### src/rtl/lex_ctrl_if.sv
// Token output port of lex_ctrl: FWFT FIFO head with ready/valid handshake and occupancy.
interface lex_ctrl_if #(
  parameter int TOK_AW = 4
) ();
  logic              TOK_VALID;
  logic [15:0]       TOK_DATA;
  logic              TOK_READY;
  logic [TOK_AW:0]   TOK_COUNT;

  modport master (output TOK_VALID, output TOK_DATA, output TOK_COUNT, input TOK_READY);
  modport slave  (input TOK_VALID, input TOK_DATA, input TOK_COUNT, output TOK_READY);
endinterface

### src/rtl/lex_ctrl.sv
// Lexer sequencer: clears the lexer, streams source bytes into it under a FIFO-space
// throttle, and buffers emitted tokens in a first-word-fall-through FIFO.
module lex_ctrl #(
  parameter int SRC_AW    = 12,
  parameter int TOK_DEPTH = 16,
  parameter int TOK_AW    = 4
) (
  input  logic              CLK,
  input  logic              RST,
  input  logic              START,
  output logic              BUSY,
  output logic              DONE,
  output logic              ERROR,
  output logic              SRC_EN,
  output logic [SRC_AW-1:0] SRC_ADDR,
  input  logic [7:0]        SRC_DATA,
  output logic              LEX_RST,
  output logic              LEX_VALID,
  output logic [7:0]        LEX_DATA,
  input  logic              LEX_TOK_VALID,
  input  logic [15:0]       LEX_TOK,
  input  logic              LEX_EOF,
  lex_ctrl_if.master        tok
);

  typedef enum logic [2:0] {S_IDLE, S_CLEAR, S_FETCH, S_DRAIN, S_DONE} state_t;

  localparam int                CW        = TOK_AW + 2;
  localparam logic [SRC_AW-1:0] ADDR_LAST = '1;

  state_t              state, state_nxt;
  logic                clr_cnt;
  logic [2:0]          drain_cnt;
  logic [3:0]          infl_sr;
  logic [SRC_AW-1:0]   addr;
  logic                err;
  logic                src_vld_p1, last_p1;
  logic                lex_vld_p2;
  logic [7:0]          lex_data_p2;
  logic [15:0]         mem [TOK_DEPTH];
  logic [TOK_AW-1:0]   wr_ptr, rd_ptr;
  logic [TOK_AW:0]     count;
  logic [CW-1:0]       occ_sum;
  logic                start_ok, stop_now, throttle_ok, fetch;
  logic                push, pop, full, drop, push_ok;

  function automatic logic [2:0] popcnt4(input logic [3:0] v);
    return 3'(v[0]) + 3'(v[1]) + 3'(v[2]) + 3'(v[3]);
  endfunction

  // Fetches issued in the last 4 cycles may still turn into tokens, so reserve room for them.
  assign occ_sum     = CW'(count) + CW'(popcnt4(infl_sr));
  assign throttle_ok = occ_sum <= CW'(TOK_DEPTH - 1);
  assign stop_now    = (src_vld_p1 && (SRC_DATA == 8'h00)) || LEX_EOF;
  assign start_ok    = START && ((state == S_IDLE) || (state == S_DONE));

  always_comb begin
    state_nxt = state;
    fetch     = 1'b0;
    case (state)
      S_IDLE, S_DONE: if (START) state_nxt = S_CLEAR;
      S_CLEAR:        if (clr_cnt) state_nxt = S_FETCH;
      S_FETCH: begin
        fetch = !stop_now && throttle_ok;
        if (stop_now || (fetch && (addr == ADDR_LAST))) state_nxt = S_DRAIN;
      end
      S_DRAIN:        if (!src_vld_p1 && !lex_vld_p2 && (drain_cnt == 3'd5)) state_nxt = S_DONE;
      default:        state_nxt = S_IDLE;
    endcase
  end

  always_ff @(posedge CLK) begin
    if (!RST) begin
      state       <= S_IDLE;
      clr_cnt     <= 1'b0;
      drain_cnt   <= 3'd0;
      infl_sr     <= 4'd0;
      addr        <= '0;
      err         <= 1'b0;
      src_vld_p1  <= 1'b0;
      last_p1     <= 1'b0;
      lex_vld_p2  <= 1'b0;
      lex_data_p2 <= 8'h00;
    end else begin
      state   <= state_nxt;
      clr_cnt <= (state == S_CLEAR) ? ~clr_cnt : 1'b0;
      infl_sr <= {infl_sr[2:0], fetch};
      if ((state != S_DRAIN) || src_vld_p1 || lex_vld_p2) drain_cnt <= 3'd0;
      else if (drain_cnt != 3'd5)                          drain_cnt <= drain_cnt + 3'd1;
      // p1: read data returns from the source RAM
      src_vld_p1 <= fetch;
      last_p1    <= fetch && (addr == ADDR_LAST);
      // p2: registered byte presented to the lexer
      lex_vld_p2 <= src_vld_p1;
      if (src_vld_p1) lex_data_p2 <= SRC_DATA;
      if (start_ok) begin
        addr <= '0;
        err  <= 1'b0;
      end else begin
        if (fetch && (addr != ADDR_LAST)) addr <= addr + SRC_AW'(1);
        if ((last_p1 && (SRC_DATA != 8'h00)) || drop) err <= 1'b1;
      end
    end
  end

  assign push    = LEX_TOK_VALID && (state inside {S_FETCH, S_DRAIN, S_DONE});
  assign full    = (count == (TOK_AW+1)'(TOK_DEPTH));
  assign pop     = tok.TOK_VALID && tok.TOK_READY;
  assign drop    = push && full && !pop;
  assign push_ok = push && !drop;

  always_ff @(posedge CLK) begin
    if (!RST || start_ok) begin
      wr_ptr <= '0;
      rd_ptr <= '0;
      count  <= '0;
    end else begin
      if (push_ok) wr_ptr <= wr_ptr + TOK_AW'(1);
      if (pop)     rd_ptr <= rd_ptr + TOK_AW'(1);
      case ({push_ok, pop})
        2'b10:   count <= count + (TOK_AW+1)'(1);
        2'b01:   count <= count - (TOK_AW+1)'(1);
        default: count <= count;
      endcase
    end
  end

  always_ff @(posedge CLK) begin
    if (push_ok) mem[wr_ptr] <= LEX_TOK;
  end

  assign tok.TOK_VALID = (count != '0);
  assign tok.TOK_DATA  = mem[rd_ptr];
  assign tok.TOK_COUNT = count;

  assign BUSY      = (state == S_CLEAR) || (state == S_FETCH) || (state == S_DRAIN);
  assign DONE      = (state == S_DONE);
  assign ERROR     = err;
  assign SRC_EN    = fetch;
  assign SRC_ADDR  = addr;
  assign LEX_RST   = !RST || (state == S_CLEAR);
  assign LEX_VALID = lex_vld_p2;
  assign LEX_DATA  = lex_data_p2;

endmodule

### src/flat_wrapper.sv
// flat-port wrapper written by rule: the top's interface ports become plain ports
module lex_ctrl_flat 
#(
  parameter int SRC_AW    = 12,
  parameter int TOK_DEPTH = 16,
  parameter int TOK_AW    = 4
)
  (CLK, RST, START, BUSY, DONE, ERROR, SRC_EN, SRC_ADDR, SRC_DATA, LEX_RST, LEX_VALID, LEX_DATA, LEX_TOK_VALID, LEX_TOK, LEX_EOF, tok_TOK_VALID, tok_TOK_DATA, tok_TOK_COUNT, tok_TOK_READY);
  lex_ctrl_if #(.TOK_AW(TOK_AW)) tok_i ();
  input  logic CLK;
  input  logic RST;
  input  logic START;
  output logic BUSY;
  output logic DONE;
  output logic ERROR;
  output logic SRC_EN;
  output logic [SRC_AW-1:0] SRC_ADDR;
  input  logic [7:0] SRC_DATA;
  output logic LEX_RST;
  output logic LEX_VALID;
  output logic [7:0] LEX_DATA;
  input  logic LEX_TOK_VALID;
  input  logic [15:0] LEX_TOK;
  input  logic LEX_EOF;
  output wire logic [$bits(tok_i.TOK_VALID)-1:0] tok_TOK_VALID;
  output wire logic [$bits(tok_i.TOK_DATA)-1:0] tok_TOK_DATA;
  output wire logic [$bits(tok_i.TOK_COUNT)-1:0] tok_TOK_COUNT;
  input wire logic [$bits(tok_i.TOK_READY)-1:0] tok_TOK_READY;
  assign tok_TOK_VALID = tok_i.TOK_VALID;
  assign tok_TOK_DATA = tok_i.TOK_DATA;
  assign tok_TOK_COUNT = tok_i.TOK_COUNT;
  assign tok_i.TOK_READY = tok_TOK_READY;
  lex_ctrl #(.SRC_AW(SRC_AW), .TOK_DEPTH(TOK_DEPTH), .TOK_AW(TOK_AW)) u_core (.CLK(CLK), .RST(RST), .START(START), .BUSY(BUSY), .DONE(DONE), .ERROR(ERROR), .SRC_EN(SRC_EN), .SRC_ADDR(SRC_ADDR), .SRC_DATA(SRC_DATA), .LEX_RST(LEX_RST), .LEX_VALID(LEX_VALID), .LEX_DATA(LEX_DATA), .LEX_TOK_VALID(LEX_TOK_VALID), .LEX_TOK(LEX_TOK), .LEX_EOF(LEX_EOF), .tok(tok_i));
endmodule
### config.mk
export PLATFORM = sky130hd
export DESIGN_NAME = lex_ctrl_flat
export DESIGN_NICKNAME = d
export VERILOG_FILES = /design/src/rtl/lex_ctrl_if.sv /design/src/rtl/lex_ctrl.sv /design/src/flat_wrapper.sv
export SDC_FILE = /design/constraint.sdc
export NUM_CORES = 1
export LEC_CHECK = 0
export BUFFER_PORTS_ARGS = -buffer_cell sky130_fd_sc_hd__buf_2
export CAP_MARGIN = 20
export CELL_PAD_IN_SITES_DETAIL_PLACEMENT = 1
export CELL_PAD_IN_SITES_GLOBAL_PLACEMENT = 1
export CORE_MARGIN = 2
export CORE_UTILIZATION = 56
export DETAILED_ROUTE_END_ITERATION = 10
export GPL_ROUTABILITY_DRIVEN = 0
export PLACE_DENSITY = 0.94
export SYNTH_ARGS = -nofsm -noshare
export SYNTH_HDL_FRONTEND = slang
export SYNTH_SLANG_ARGS = --single-unit
### constraint.sdc
create_clock -name CLK -period 7 [get_ports CLK]
set_input_delay 1.4 -clock CLK [delete_from_list [all_inputs] [get_ports CLK]]
set_output_delay 1.4 -clock CLK [all_outputs]
set_load 0.01 [all_outputs]
Word-level counts from Yosys, hierarchy flattened

Memory sizes are Yosys's and may differ from the RTL's. A register that Yosys moved wholly into a read port is not among the register bits.
Cells that the tools add are included.

$add $sub $neg: 10
Order comparisons: 1
Eq/ne operators: 16
Muxes and demuxes: 11
Bitwise gates (word level): 2
Reduce and logical (&&, ||, !) cells: 41

Operators by type and width:

| cell                                                                             | count |
|---|---|
| 1-bit logical AND                                                                | 14 |
| 12-bit by 1-bit adder with 12-bit output, second input constant                  | 1 |
| 12-bit == test, second input constant                                            | 1 |
| 3-bit two-way mux                                                                | 4 |
| 12-bit inequality test, second input constant                                    | 1 |
| 3-bit one-hot mux with 4 select lines                                            | 1 |
| 1-bit logical OR                                                                 | 10 |
| 5-bit one-hot mux with 2 select lines                                            | 1 |
| 4-bit by 1-bit adder with 4-bit output, second input constant                    | 2 |
| 8-bit zero test                                                                  | 1 |
| 4-bit two-way mux                                                                | 2 |
| 8-bit nonzero test                                                               | 1 |
| 3-bit by 1-bit adder with 3-bit output                                           | 2 |
| 5-bit by 3-bit adder with 6-bit output                                           | 1 |
| 3-bit by 2-bit == test with 1-bit output, second input constant                  | 2 |
| 3-bit == test, second input constant                                             | 2 |
| 6-bit by 4-bit less-or-equal comparator with 1-bit output, second input constant | 1 |
| 1-bit zero test                                                                  | 6 |
| 2-bit by 1-bit inequality test with 1-bit output, second input constant          | 3 |
| 2-bit OR reduction                                                               | 3 |
| 5-bit by 1-bit adder with 5-bit output, second input constant                    | 1 |
| 5-bit == test, second input constant                                             | 1 |
| 5-bit nonzero test                                                               | 1 |
| 5-bit by 1-bit subtractor with 5-bit output, second input constant               | 1 |
| other kinds (15)                                                                 | 18 |

Register bits after elaboration: 48
Memory bits (writable): 256
Word-level logic and storage cells: 95
Memories: 1

Memories:

| memory     | depth | width | read ports | clocked after memory_dff | write ports | RTL line       | source |
|---|---|---|---|---|---|---|---|
| u_core.mem | 16    | 16    | 1          | 1                        | 1           | lex_ctrl.sv:40 | `logic [15:0] mem [TOK_DEPTH];` |

Depth between registers and ports, before layout

Depth in word-level cells: 10
Depth in mapped cells: 16
Mapped depth without buffers: 14

Worst setup path before layout

OpenSTA, ideal clock, no wires.

Path kind: register to output
Start: register u_core.infl_sr[0]
End: output port SRC_EN
Arrival time: 3.268 ns
Required time: 5.600 ns
Path slack: 2.332 ns
Stages on the path, launching flop included: 14
Buffers on the path: 2
Cells stage by stage: dfxtp_1 > clkbuf_1 > inv_1 > ha_1 > inv_1 > fa_1 > inv_1 > ha_1 > ha_1 > or3b_2 > o31a_1 > or3_1 > buf_2 > inv_1

Word-level cells in the longest chain between the ends: 7

Ends and longest elaborated chain:

| item                                                      | RTL line           | source |
|---|---|---|
| start, declared                                           | lex_ctrl.sv:34     | `logic [3:0] infl_sr;` |
| start signal, assigned                                    | lex_ctrl.sv:87     | `infl_sr <= {infl_sr[2:0], fetch};` |
| 1-bit by 1-bit adder with 2-bit output                    | lex_ctrl.sv:48     | `return 3'(v[0]) + 3'(v[1]) + 3'(v[2]) + 3'(v[3]);` |
| 3-bit by 1-bit adder with 3-bit output (2 in series)      | lex_ctrl.sv:48     |  |
| 5-bit by 3-bit adder with 6-bit output                    | lex_ctrl.sv:52     | `assign occ_sum = CW'(count) + CW'(popcnt4(infl_sr));` |
| 6-bit by 4-bit less-or-equal comparator with 1-bit output | lex_ctrl.sv:53     | `assign throttle_ok = occ_sum <= CW'(TOK_DEPTH - 1);` |
| 1-bit logical AND                                         | lex_ctrl.sv:64     | `fetch = !stop_now && throttle_ok;` |
| 1-bit two-way mux                                         | lex_ctrl.sv:60     | `case (state)` |
| end, declared                                             | flat_wrapper.sv:16 | `output logic SRC_EN;` |

No other way between the ends.

Worst setup path in the final report

Same ends and word-level chain as after synthesis.

==> metrics.txt <==
port bufs=77; Slew @ Worst Pin=1150 ps; drt wl/cell=29.6 um; Num Clock Sinks=a little over 300; CP Class=register to primary output; arrival time of the worst setup path=around 4400 ps; Worst setup EP type=primary output; synthesis warning total=0; worst-path fanout max=19; fillers=1801; unrepaired setup endpoints after global routing=false; total gr overflow=0; Ports=78; setup bufs post-CTS=0; VDD IR max=0.272 mV; Starting Density=57.6%; skew final=19.3 ps; Die Y=151 um; final setup TNS=0 ps; CTS tree=yes; Sequential Area=8690 um2; Mapped Avg Cell Area=approximately 18 um2; startpoint types=register; max_cap viols=0; antenna violations before repair=0; fraction of layout cells with a size suffix above 1=29.3%; Leakage Power=~4.6 nW; Post-Syn Area=12200 um2; dpl hpwl=19000 um; Seq cells post-synth=approximately 310; area occupied by multi-input gates=3310 um2; min cycle time layout=between 5000 and 6000 ps; Final ANT Viol Nets=0; total core area=21200 um2; Clk pin slew, worst setup/hold paths=60 ps; H-tree depth=1; Die Span X=151 um; Slew HR=22.8%; Worst-Skew Late Latency=approximately 570 ps; DRT Pass-1 Iters=4; most frequent cells in the layout=edfxtp_1 (256), mux4_2 (80), buf_2 (77), dfxtp_1 (48), nor2_1 (43); commonest non-fill, non-tap cell in the layout=edfxtp_1; Worst Path Required=between 5000 and 6000 ps; Design Power=around 4.6 mW; Ant. Diodes=0; Area growth, synth to finish=14.6%; largest net degree at the start of global routing=65; routed wire length=31400 um; clk buf depth=3; Seq/Total Area, Yosys=between 70 and 80%; placed cells=1005; endpoints failing setup=0; CTS Buf Count=30; drt initial violations=558; Slew Viols, Final=0; total global-route track usage=just under 30%; final std cells w/o fill=1061; Mapped Cells=664; status=completed; Primary FF master, synth=edfxtp_1; Netlist cell types=52; number of core rows=53; CTS Hold Bufs=0; top-area cell type share of the netlist area=63.1%; Final nets=812; vias per std cell=6.55; post-CTS sizing=0; vias in the first global route=7583; top cells by area, synth=edfxtp_1 (63%), mux4_2 (15%), dfxtp_1 (8.2%); Syn Nets=roughly 710; worst min path class=register to register; Post-route DRC=0; Clk Tree Root Cell=clkbuf_16; Util after Layout=66.0%; cell taking the most area after synthesis=edfxtp_1; vias post-DR=6951; total die area=22900 um2; Power Density=326 nW/um2; asr flop ratio synth=0%; Post-synth EDFFs=256; first-pass GRT wire length=47700 um; final hold vios=0; fmax=0.172 GHz; final clock period utilization by the worst path=83.1%
-- per-layer routing --
layer	GRT usage (%)	vias to the layer above	share of wire, %
met5	0	-	0
met2	49.2	355	52
met1	36.9	3622	37
met4	13.5	0	4.8
li1	-	2873	-
met3	4.34	101	6.3
-- where the power goes --
| group | leakage, nW | total [mW] | switching (mW) | internal, mW |
|---|---|---|---|---|
| Combinational | 1.45 | 0.761 | 0.403 | 0.358 |
| Clock | 0.488 | 1.66 | 0.690 | 0.972 |
| Sequential | 2.71 | 2.13 | 0.0950 | 2.03 |
-- cell families after synthesis --
logic type	Yosys count	synth area share [%]
AO/OA/AOI/OAI	56	3.08
AND/OR/NAND/NOR	133	5.52
XOR/XNOR	9	0.647
buffers and inverters	51	1.66
flip-flops	306	71.3
multiplexers	89	15.5
adder cells (fa/ha/maj)	20	2.24
-- state kept, by name, summed over array words and instances, names as in the netlist, 4 cells and up, named ones only --
| signal | count |
|---|---|
| u_core.LEX_DATA | 8 |
| u_core.SRC_ADDR | 12 |
| u_core.infl_sr | 4 |
| u_core.mem | 256 |
| u_core.rd_ptr | 4 |
| u_core.tok.TOK_COUNT | 5 |
| u_core.wr_ptr | 4 |
-- Yosys cell counts (4+ instances only) --
| cell | number |
|---|---|
| o21a_1 | 4 |
| mux2i_1 | 9 |
| xnor2_1 | 6 |
| nor4_1 | 5 |
| nor3_1 | 12 |
| and4_1 | 4 |
| or4_1 | 8 |
| mux4_2 | 80 |
| nand3_1 | 10 |
| edfxtp_1 | 256 |
| nand2b_1 | 6 |
| ha_1 | 17 |
| clkbuf_1 | 17 |
| a21oi_1 | 16 |
| buf_1 | 9 |
| nor2_1 | 43 |
| nand2_1 | 25 |
| dfxtp_1 | 50 |
| inv_1 | 20 |
| o21ai_0 | 11 |
-- worst max-delay path, cell delays in order (launching register included) --
cell,delay (ps)
dfxtp_1,710
inv_1,150
ha_1,310
inv_1,50
fa_1,450
inv_1,80
ha_1,160
inv_1,60
fa_1,350
nand2b_1,190
a211oi_1,440
or3_1,550
inv_1,190
buf_2,180
-- path summary, 6_finish.rpt --
kind,startpoint,endpoint,slack (ps),cells past startpoint
max reg2reg,u_core.infl_sr[0],u_core.SRC_ADDR[4],2650,12
min reg2reg,u_core.clr_cnt,u_core.clr_cnt,430,1
min,u_core.clr_cnt,u_core.clr_cnt,430,1
max,u_core.infl_sr[0],SRC_EN,1180,13
-- per-stage QoR --
stage	worst slack, ps	instance area [um2]	hold WS (ps)
CTS	1130	14000	432
global placement	2080	13000	406
finish	1180	14000	430
global route	929	14000	448
detailed placement	1850	13000	423
floorplan	2330	12200	394
-- final cells by class --
cell class	instances	share of cell area, %
Clock inverter	15	1.34
Multi-Input combinational cell	307	23.7
Inverter	21	0.564
Clock buffer	41	5.90
Tap cell	275	2.46
Sequential cell	306	62.2
Timing Repair Buffer	96	3.78
(Power assumes the default switching activity.)
